[src/rtl/dr_sync_sink.sv]
// dr_sync_sink: receives two-phase dual-rail words from an asynchronous
// upstream generator. It synchronizes every rail, waits for a complete and
// stable word, decodes it into a first-word-fall-through output FIFO and
// returns a two-phase acknowledge. A rail pair that toggles on both rails
// latches a sticky error and stops the block until reset.
module dr_sync_sink #(
    parameter int WIDTH       = 32,
    parameter int DEPTH       = 4,
    parameter int SYNC_STAGES = 2
) (
    input  logic                  clk,
    input  logic                  rst,
    input  logic [WIDTH-1:0][1:0] in,
    output logic                  ack_o,
    output logic [WIDTH-1:0]      out_data,
    output logic                  out_valid,
    input  logic                  out_ready,
    output logic                  err
);
    localparam int ADDR_W = $clog2(DEPTH);
    localparam int CNT_W  = $clog2(DEPTH + 1);
    localparam logic [CNT_W-1:0] FULL_CNT = CNT_W'(DEPTH);

    typedef enum logic [1:0] {
        S_WAIT    = 2'd0,
        S_CONFIRM = 2'd1,
        S_CAPTURE = 2'd2,
        S_ERR     = 2'd3
    } state_t;

    // Reset: asserts together with rst, releases two clk edges after rst rises
    logic rst_meta_q;
    logic rst_sync_q;

    // Rail synchronizers
    logic [WIDTH-1:0][1:0] sync_q [SYNC_STAGES];
    logic [WIDTH-1:0][1:0] sync_d [SYNC_STAGES];
    logic [WIDTH-1:0][1:0] rails;

    // Protocol state
    state_t                state_q, state_d;
    logic [WIDTH-1:0][1:0] ref_q, ref_d;
    logic [WIDTH-1:0][1:0] prev_q, prev_d;
    logic                  ack_q, ack_d;
    logic                  err_q, err_d;

    // Completion detection
    logic [WIDTH-1:0][1:0] diff;
    logic                  word_complete;
    logic                  any_both;
    logic [WIDTH-1:0]      cap_word;

    // Output FIFO
    logic [WIDTH-1:0]      mem_q [DEPTH];
    logic [ADDR_W-1:0]     wr_ptr_q, wr_ptr_d;
    logic [ADDR_W-1:0]     rd_ptr_q, rd_ptr_d;
    logic [CNT_W-1:0]      count_q, count_d;
    logic                  push;
    logic                  pop;
    logic                  fifo_room;

    // Reset synchronizer: asynchronous assert, synchronous release
    always_ff @(posedge clk or negedge rst) begin
        if (!rst) begin
            rst_meta_q <= 1'b0;
            rst_sync_q <= 1'b0;
        end else begin
            rst_meta_q <= 1'b1;
            rst_sync_q <= rst_meta_q;
        end
    end

    // Synchronizer chain inputs: stage 0 is the only logic that samples in
    always_comb begin
        sync_d[0] = in;
        for (int s = 1; s < SYNC_STAGES; s++) begin
            sync_d[s] = sync_q[s-1];
        end
    end

    // Synchronizer chain flops
    always_ff @(posedge clk or negedge rst_sync_q) begin
        if (!rst_sync_q) begin
            for (int s = 0; s < SYNC_STAGES; s++) begin
                sync_q[s] <= '0;
            end
        end else begin
            for (int s = 0; s < SYNC_STAGES; s++) begin
                sync_q[s] <= sync_d[s];
            end
        end
    end

    assign rails = sync_q[SYNC_STAGES-1];

    // Per-bit completion against the last accepted rail state, plus decode
    // of the confirmed word held in prev_q
    always_comb begin
        diff          = rails ^ ref_q;
        word_complete = 1'b1;
        any_both      = 1'b0;
        cap_word      = '0;
        for (int i = 0; i < WIDTH; i++) begin
            if (diff[i][1] == diff[i][0]) begin
                word_complete = 1'b0;
            end
            if (diff[i][1] && diff[i][0]) begin
                any_both = 1'b1;
            end
            cap_word[i] = prev_q[i][1] ^ ref_q[i][1];
        end
    end

    // FIFO status; a pop in the same cycle frees a slot for a full FIFO
    assign out_valid = (count_q != '0);
    assign pop       = out_valid & out_ready;
    assign fifo_room = (count_q != FULL_CNT) | pop;
    assign out_data  = out_valid ? mem_q[rd_ptr_q] : '0;

    // Next-state logic
    always_comb begin
        state_d = state_q;
        case (state_q)
            S_WAIT: begin
                if (any_both) begin
                    state_d = S_ERR;
                end else if (word_complete) begin
                    state_d = S_CONFIRM;
                end
            end
            S_CONFIRM: begin
                if (any_both) begin
                    state_d = S_ERR;
                end else if ((rails != prev_q) || !word_complete) begin
                    state_d = S_WAIT;
                end else if (fifo_room) begin
                    state_d = S_CAPTURE;
                end
            end
            S_CAPTURE: state_d = S_WAIT;
            default:   state_d = S_ERR;
        endcase
    end

    // FSM outputs: ack flips on entry to CAPTURE, the word and reference
    // are committed during CAPTURE from the confirmed rail snapshot
    always_comb begin
        push   = (state_q == S_CAPTURE);
        ack_d  = ack_q ^ ((state_q == S_CONFIRM) && (state_d == S_CAPTURE));
        err_d  = err_q | (state_d == S_ERR);
        ref_d  = push ? prev_q : ref_q;
        prev_d = rails;
    end

    // FIFO pointer and occupancy update; pointers wrap naturally at DEPTH
    always_comb begin
        wr_ptr_d = wr_ptr_q + ADDR_W'(push);
        rd_ptr_d = rd_ptr_q + ADDR_W'(pop);
        count_d  = count_q + CNT_W'(push) - CNT_W'(pop);
    end

    // Control state registers
    always_ff @(posedge clk or negedge rst_sync_q) begin
        if (!rst_sync_q) begin
            state_q  <= S_WAIT;
            ref_q    <= '0;
            prev_q   <= '0;
            ack_q    <= 1'b0;
            err_q    <= 1'b0;
            wr_ptr_q <= '0;
            rd_ptr_q <= '0;
            count_q  <= '0;
        end else begin
            state_q  <= state_d;
            ref_q    <= ref_d;
            prev_q   <= prev_d;
            ack_q    <= ack_d;
            err_q    <= err_d;
            wr_ptr_q <= wr_ptr_d;
            rd_ptr_q <= rd_ptr_d;
            count_q  <= count_d;
        end
    end

    // FIFO storage; contents are don't-care while empty
    always_ff @(posedge clk) begin
        if (push) begin
            mem_q[wr_ptr_q] <= cap_word;
        end
    end

    assign ack_o = ack_q;
    assign err   = err_q;

endmodule

[config.mk]
export PLATFORM = sky130hd
export DESIGN_NAME = dr_sync_sink
export DESIGN_NICKNAME = d
export VERILOG_FILES = /design/src/rtl/dr_sync_sink.sv
export SDC_FILE = /design/constraint.sdc
export NUM_CORES = 1
export LEC_CHECK = 0
export CAP_MARGIN = 25
export CELL_PAD_IN_SITES_DETAIL_PLACEMENT = 0
export CELL_PAD_IN_SITES_GLOBAL_PLACEMENT = 1
export CORE_MARGIN = 1.5
export CORE_UTILIZATION = 45
export DETAILED_ROUTE_END_ITERATION = 12
export GPL_ROUTABILITY_DRIVEN = 0
export GPL_TIMING_DRIVEN = 0
export PLACE_DENSITY_LB_ADDON = 0.1
export SLEW_MARGIN = 10
export SYNTH_ARGS = -nofsm -noshare
export SYNTH_HDL_FRONTEND = slang
export SYNTH_SLANG_ARGS = --single-unit
[constraint.sdc]
create_clock -name clk -period 11.4 [get_ports clk]
set_input_delay 2.28 -clock clk [delete_from_list [all_inputs] [get_ports clk]]
set_output_delay 2.28 -clock clk [all_outputs]
set_load 0.02 [all_outputs]
Word level (Yosys, flattened, before mapping)

Memory sizes are Yosys's and may differ from the RTL's.
Index checks and enable logic that the tools add are counted.

Bits in registers: 269
Memory bits (writable): 128
Input port bits: 67
Output and inout bits: 35
Memories: 1

Memories:

| name  | depth | width | rd ports | clocked after memory_dff | wr ports | RTL line | source |
|---|---|---|---|---|---|---|---|
| mem_q | 4     | 32    | 1        | 0                        | 1        | 54       | `logic [WIDTH-1:0] mem_q [DEPTH];` |

Add/sub/neg operators: 4
Equal/unequal tests: 38
Multiplexer cells: 73
Bitwise gates (word level): 37
Reduce and logical (&&, ||, !) cells: 37

Operator list:

| operator                                      | count |
|---|---|
| 2-to-1 mux 1 bit                              | 66 |
| != test 64 bit                                | 1 |
| bitwise XOR 64 bit                            | 1 |
| logical AND 1 bit                             | 33 |
| bitwise XOR 1 bit                             | 33 |
| == test 1 bit                                 | 32 |
| 2-to-1 mux 32 bit                             | 1 |
| 2-to-1 mux 2 bit                              | 5 |
| == test 2 bit, second input constant          | 3 |
| case mux 2 bit (3 select lines)               | 1 |
| adder 2 x 1 -> 2 bit                          | 2 |
| adder 3 x 1 -> 3 bit                          | 1 |
| != test 3 bit, second input constant          | 1 |
| nonzero test 3 bit                            | 1 |
| subtractor 3 x 1 -> 3 bit                     | 1 |
| == test 2 x 1 -> 1 bit, second input constant | 1 |
| logical NOT 2 bit                             | 1 |
| bitwise OR 1 bit                              | 2 |
| bitwise AND 1 bit                             | 1 |
| logical NOT 1 bit                             | 1 |
| logical OR 1 bit                              | 1 |

Logic depth before layout (Yosys ltp)

Gate-level depths: netlist of run 1.

Word-level depth: 42
Mapped depth: 10

Worst setup path after synthesis of run 1

Ideal clock, no wire load.

Path type: register to output
Start point: reg rd_ptr_q[0]
End point: out out_data[10]
Arrival time: 1570 ps
Data required time: 9120 ps
Path slack: 7550 ps
Stages on the path, launching flop included: 5
Path buffers: 2
Cell sequence: dfrtp_1 clkbuf_1 buf_2 mux4_2 nor2b_1

Cells in the longest elaborated chain, start to end: 2

Ends and longest elaborated chain:

| what                     | RTL line | source |
|---|---|---|
| start, declared          | 56       | `logic [ADDR_W-1:0] rd_ptr_q, rd_ptr_d;` |
| start signal, assigned   | 180      | `rd_ptr_q <= rd_ptr_d;` |
| memory read (4 x 32 bit) | --       |  |
| 2-to-1 mux 32 bit        | 118      | `assign out_data = out_valid ? mem_q[rd_ptr_q] : '0;` |
| end, declared            | 15       | `output logic [WIDTH-1:0] out_data,` |

Every way passes these cells.

Worst setup path after layout of run 1

Start point: reg rd_ptr_q[1]
End point: out out_data[23]

Same word-level chain as after synthesis.

==> impl_metrics.json, run 1 <==
{
  "overflow": 0,
  "place_ws_ns": 6.629,
  "pin_count": 102,
  "min_period_over_period_pct": 44.75,
  "cellLeakagePower_nw": 7.711,
  "avgSynthCellArea_sq_um": 15.41,
  "grt_use_total_pct": 17.91,
  "cts_setup_buffers": 0,
  "clk_latency_ns": 0.53,
  "dr.pass1.iters": 4,
  "min_period_ns": 5.101,
  "n_antenna_cell": 0,
  "start_kind": "flip-flop",
  "vdd_drop_max_mv": 0.1462,
  "arrival_ns": 2.82,
  "cp_max_fo": 10,
  "relSlewSlack_pct": 38.44,
  "grt_pass1_wl_um": 44790,
  "path_class": "flip-flop to output pin",
  "via_per_inst": 4.735,
  "rsz0062_at_grt": "no",
  "synth-seq-area-share_pct": 72.14,
  "ctsHtreeMaxLevel": 2,
  "worst_pin_slew_ns": 0.9184,
  "drcViolationCount": 0,
  "synth_warnings": 0,
  "instances_no_fill": 1572,
  "numPortBuffers": 101,
  "cts_buffer_depth": 3,
  "cp_data_required_time_ns": 9.12,
  "ctsHoldBuffers": 0,
  "syn_area_sq_um": 14660,
  "finClkSkew_ns": 0.01680,
  "yosysTopAreaCell": "dfrtp_1",
  "nNetsFinal": 1213,
  "finalPower_mw": 3.536,
  "num_rows": 65,
  "die_height_um": 183.5,
  "area_growth_syn_to_layout_pct": 22.00,
  "drive_above_1_share_pct": 11.17,
  "cts_buffers": 41,
  "clock_sinks": 397,
  "syn_inst": 951,
  "synth_top_area_share_pct": 45.92,
  "root_buffer": "clkbuf_16",
  "cts_resized": 0,
  "final-max-slew-violation-count": 0,
  "postRouteWirelength_um": 28390,
  "max-cap-violations": 0,
  "drt_iter0_drc": 389,
  "core_sq_um": 31800,
  "antenna_found_initial": 0,
  "cts_tree": "yes",
  "antenna_left": 0,
  "start_util_pct": 46.10,
  "outcome": "complete, no violations",
  "fmax_mhz": 196.0,
  "worstHoldPathType": "flip-flop to flip-flop",
  "setup_ws_ns": 6.299,
  "powerDensity_nw_per_um2": 197.7,
  "grt_pass1_vias": 7809,
  "worstSetupEndpointType": "output pin",
  "dp_hpwl_um": 20410,
  "tns_ns": 0,
  "yosys-top-cells-area": "dfrtp_1, edfxtp_1, xor2_1, nand2_1, mux4_2",
  "finalSetupViolations": 0,
  "die_width_um": 183.5,
  "vias": 7444,
  "syn-num-nets": 1055,
  "wl_per_cell_um": 18.06,
  "die_area_sq_um": 33670,
  "grt_max_degree": 65,
  "ys_types": 31,
  "hold_violations": 0,
  "ys_seq_elements": 397,
  "clkTransAtPathRegs_ns": 0.06,
  "dp.cells": 1500
}
==> placed cells by master (no fill, tap or decap), types with 2 or more instances in the layout <==
| cell type | count |
|---|---|
| nand2_1 | 197 |
| xor2_1 | 119 |
| edfxtp_1 | 128 |
| nand3_1 | 3 |
| clkinvlp_4 | 2 |
| clkinv_1 | 2 |
| clkbuf_16 | 46 |
| dfrtp_1 | 268 |
| xnor2_1 | 46 |
| clkinv_4 | 2 |
| clkbuf_1 | 23 |
| inv_4 | 2 |
| buf_1 | 2 |
| buf_6 | 6 |
| buf_16 | 5 |
| clkdlybuf4s50_1 | 101 |
| mux4_2 | 32 |
| clkbuf_8 | 5 |
| clkinv_2 | 7 |
| nor2b_1 | 33 |
| ha_1 | 36 |
| nor4_1 | 15 |
| inv_1 | 5 |
| nand4_1 | 20 |
| bufinv_16 | 3 |
| nor3_1 | 4 |
| nor4_2 | 2 |
| buf_2 | 4 |
==> synth_stat cells, drive strengths merged <==
| cell type | number |
|---|---|
| dfrtp | 269 |
| nand2 | 197 |
| edfxtp | 128 |
| xor2 | 119 |
| xnor2 | 46 |
| ha | 36 |
| nor2b | 33 |
| mux4 | 32 |
| clkbuf | 21 |
| nand4 | 20 |
| nor4 | 17 |
| buf | 5 |
| inv | 5 |
| nor3 | 5 |
| nand3 | 3 |
| nor2 | 2 |
| o21ai | 2 |
| and3 | 1 |
| clkinv | 1 |
| conb | 1 |
| fa | 1 |
| nand2b | 1 |
| nand4b | 1 |
| nor3b | 1 |
| nor4b | 1 |
| o21bai | 1 |
| o22ai | 1 |
| or3 | 1 |
==> where the power goes <==
group          leakage [nW]  internal, mW  total, mW  switching, mW
Clock                 0.699         0.829       1.36          0.530
Sequential             4.43          1.52       1.56         0.0397
Combinational          2.58         0.319      0.620          0.301
Total                  7.71          2.67       3.54          0.871
==> flip-flops by register name, summed over array words and instances (netlist names) <==
register,count
state_q,2
wr_ptr_q,2
prev_d,64
ack_o,1
err,1
ref_q,64
sync_d,64
rd_ptr_q,2
mem_q,128
count_q,3
prev_q,64
rst_meta_q,1
rst_sync_q,1
==> worst max-delay path: stages (launching register included) <==
cell and delay [ns]:
dfrtp_1 0.32, clkbuf_1 0.26, clkbuf_1 0.58, mux4_2 0.43
nor2b_1 0.15, clkdlybuf4s50_1 0.56
==> area by class of cell <==
cell class,instances,area [sq um]
plain buffers,26,101.3
clock inverters,18,182.7
clock buffers,53,1227
repair buffers,115,1249
fillers,2552,13910
inverters,6,22.52
multi-input cells,522,3979
well taps,435,544.3
flip-flops and latches,397,10580
==> path summary, 6_finish.rpt <==
kind                                  start  cells past startpoint           end  slack (ns)
worst max-delay path            rd_ptr_q[1]                      5  out_data[23]        6.30
worst min-delay path             sync_d[59]                      0    prev_d[59]        0.34
worst max register to register   count_q[1]                     11    count_q[2]        8.44
worst min register to register   sync_d[59]                      0    prev_d[59]        0.34
max in group asynchronous               rst                      1    rst_sync_q        9.34
min in group asynchronous        rst_sync_q                      0    sync_d[52]        0.35
==> logic make-up after synthesis <==
family	after synthesis	share of synthesized area (%)
DFF	397	72.14
adders and majority gates	37	3.209
AOI/OAI and AO/OA	4	0.2304
xor gates and xnor gates	165	9.858
other	1	0.02558
muxes	32	4.916
and+or+nand+nor	283	8.774
buffers and inverters	32	0.8450
==> layer usage <==
metal / vias to the layer above / share of wire, % / track usage (%) / routed length [um]
li1: 3558 / - / - / -
met1: 3688 / 47 / 26.20 / 13370
met2: 157 / 47 / 28.27 / 13220
met3: 41 / 4.5 / 2.853 / 1272
met4: 0 / 1.9 / 4.393 / 534
met5: - / 0 / 0 / 0
==> per-stage QoR <==
| step | hold WS [ns] | area (sq um) | utilization [%] |
|---|---|---|---|
| 2_1_floorplan | 0.3312 | 14660 | - |
| 3_3_place_gp | 0.3318 | 16210 | 50.99 |
| 3_5_place_dp | 0.3347 | 16470 | 51.79 |
| 4_1_cts | 0.3454 | 17880 | 56.23 |
| 5_1_grt | 0.3466 | 17880 | 56.24 |
| 6_report | 0.3377 | 17880 | 56.24 |
(Power assumes the default switching activity.)
==> run 2, diff against run 1 <==
- CORE_UTILIZATION: 45 -> 44
- clock period: 11.4 -> 4.5 ns (I/O delays scaled with it)
==> run 2 against run 1 <==
- cell area down 0.29%
- via count is 0.79% lower
- clock power increased by 150%
- global-route usage decreased by 0.19 points
- first-iteration DRC count up 12%
- worst hold slack lost 0.054 ns
- total power grew to 2.5 times the previous value
- critical path depth unchanged
- critical path type unchanged
==> impl_metrics.json, run 2 (synthesis results as in run 1) <==
{
  "outcome": "complete, no violations",
  "crit_path_start": "rd_ptr_q[0]",
  "clkTransAtPathRegs_ns": 0.06,
  "vias": 7385,
  "utilization_pct": 54.53,
  "arrival_ns": 2.81,
  "clk_latency_ns": 0.53,
  "numPortBuffers": 101,
  "die_area_sq_um": 34420,
  "finClkSkew_ns": 0.01270,
  "cp_data_required_time_ns": 3.60,
  "grt_pass1_vias": 7588,
  "cts_resized": 0,
  "hold_violations": 0,
  "dp_hpwl_um": 20400,
  "cts_buffer_depth": 3,
  "worstHoldPathType": "flip-flop to asynchronous set/reset pin",
  "max-cap-violations": 0,
  "r2r-start": "count_q[1]",
  "start_kind": "flip-flop",
  "grt_use_total_pct": 17.72,
  "area_growth_syn_to_layout_pct": 21.65,
  "drive_above_1_share_pct": 10.87,
  "antenna_found_initial": 0,
  "grt_max_degree": 65,
  "postRouteWirelength_um": 28740,
  "path_class": "flip-flop to output pin",
  "fmax_mhz": 269.3,
  "place_ws_ns": 1.086,
  "postPlaceCellArea_sq_um": 16460,
  "cp_max_fo": 10,
  "rsz0062_at_grt": "no",
  "setup_ws_ns": 0.7861,
  "cellLeakagePower_nw": 7.692,
  "min_period_ns": 3.714,
  "final_common_cell": "dfrtp_1",
  "drcViolationCount": 0,
  "num_rows": 66,
  "drt_iter0_drc": 434,
  "relSlewSlack_pct": 39.06,
  "ctsHtreeMaxLevel": 2,
  "final_area_sq_um": 17830,
  "final_cell_mix": "dfrtp_1, nand2_1, edfxtp_1",
  "worstSetupEndpointType": "output pin",
  "start_util_pct": 44.83,
  "via_per_inst": 4.665,
  "cts_buffers": 41,
  "dr.pass1.iters": 4,
  "die_height_um": 185.5,
  "largest_register_ffs": 128,
  "n_antenna_cell": 0,
  "overflow": 0,
  "ctsHoldBuffers": 0,
  "antenna_left": 0,
  "cts_setup_buffers": 0,
  "root_buffer": "clkbuf_16",
  "powerDensity_nw_per_um2": 498.5,
  "finalSetupViolations": 0,
  "vdd_drop_max_mv": 0.2795,
  "largest-register": "mem_q",
  "wl_per_cell_um": 18.15,
  "pin_count": 102,
  "final-max-slew-violation-count": 0,
  "cts_tree": "yes",
  "grt_pass1_wl_um": 44640,
  "worst_pin_slew_ns": 0.9014,
  "nNetsFinal": 1214,
  "die_width_um": 185.5,
  "min_period_over_period_pct": 82.53,
  "clock_sinks": 397,
  "core_sq_um": 32700
}
[run 2: area by class of cell]
type / instances / area, sq um
Sequential cell: 397 / 10580
Fill cell: 2707 / 14870
Timing Repair Buffer: 116 / 1230
Tap cell: 442 / 553.0
Clock buffer: 64 / 1264
Clock inverter: 10 / 105.1
Inverter: 6 / 22.52
Multi-Input combinational cell: 522 / 3979
Buffer: 26 / 101.3
[run 2: critical path, stage by stage (launching register included)]
cell and delay (ns):
dfrtp_1 0.35, clkbuf_1 0.25, buf_2 0.41, mux4_2 0.54, nor2b_1 0.16, clkdlybuf4s50_1 0.57
[run 2: metrics by stage]
stage | setup TNS, ns | hold slack [ns] | instances | power, mW
floorplan | 0 | 0.3311 | 951 | 4.956
global placement | -481.00 | 0.3320 | 1494 | 5.602
detailed placement | 0 | 0.2950 | 1508 | 5.620
CTS | 0 | 0.3003 | 1582 | 9.029
global route | 0 | 0.3296 | 1583 | 9.299
finish | 0 | 0.2839 | 1583 | 8.891
[run 2: path summary, 6_finish.rpt]
check | depth (start not counted) | endpoint | slack (ns)
min in group clk | 0 | prev_d[51] | 0.34
max in group asynchronous | 3 | prev_d[47] | 2.88
min reg2reg | 0 | sync_d[16] | 0.28
max | 5 | out_data[2] | 0.79
max reg2reg | 11 | count_q[2] | 1.50
min | 0 | sync_d[16] | 0.28
[run 2: report_power, final]
group	leakage (nW)	internal (mW)	total, mW	switching, mW
Sequential	4.43	3.85	3.94	0.0964
Combinational	2.58	0.808	1.57	0.759
Clock	0.681	2.05	3.38	1.34
[run 2: routing by layer]
layer / part of all wire, % / wire, um / track usage (%) / up-vias
li1: - / - / - / 3556
met1: 48 / 13680 / 25.81 / 3640
met2: 47 / 13440 / 27.82 / 150
met3: 3.5 / 993 / 2.798 / 39
met4: 2.2 / 624 / 4.846 / 0
met5: 0 / 0 / 0 / -
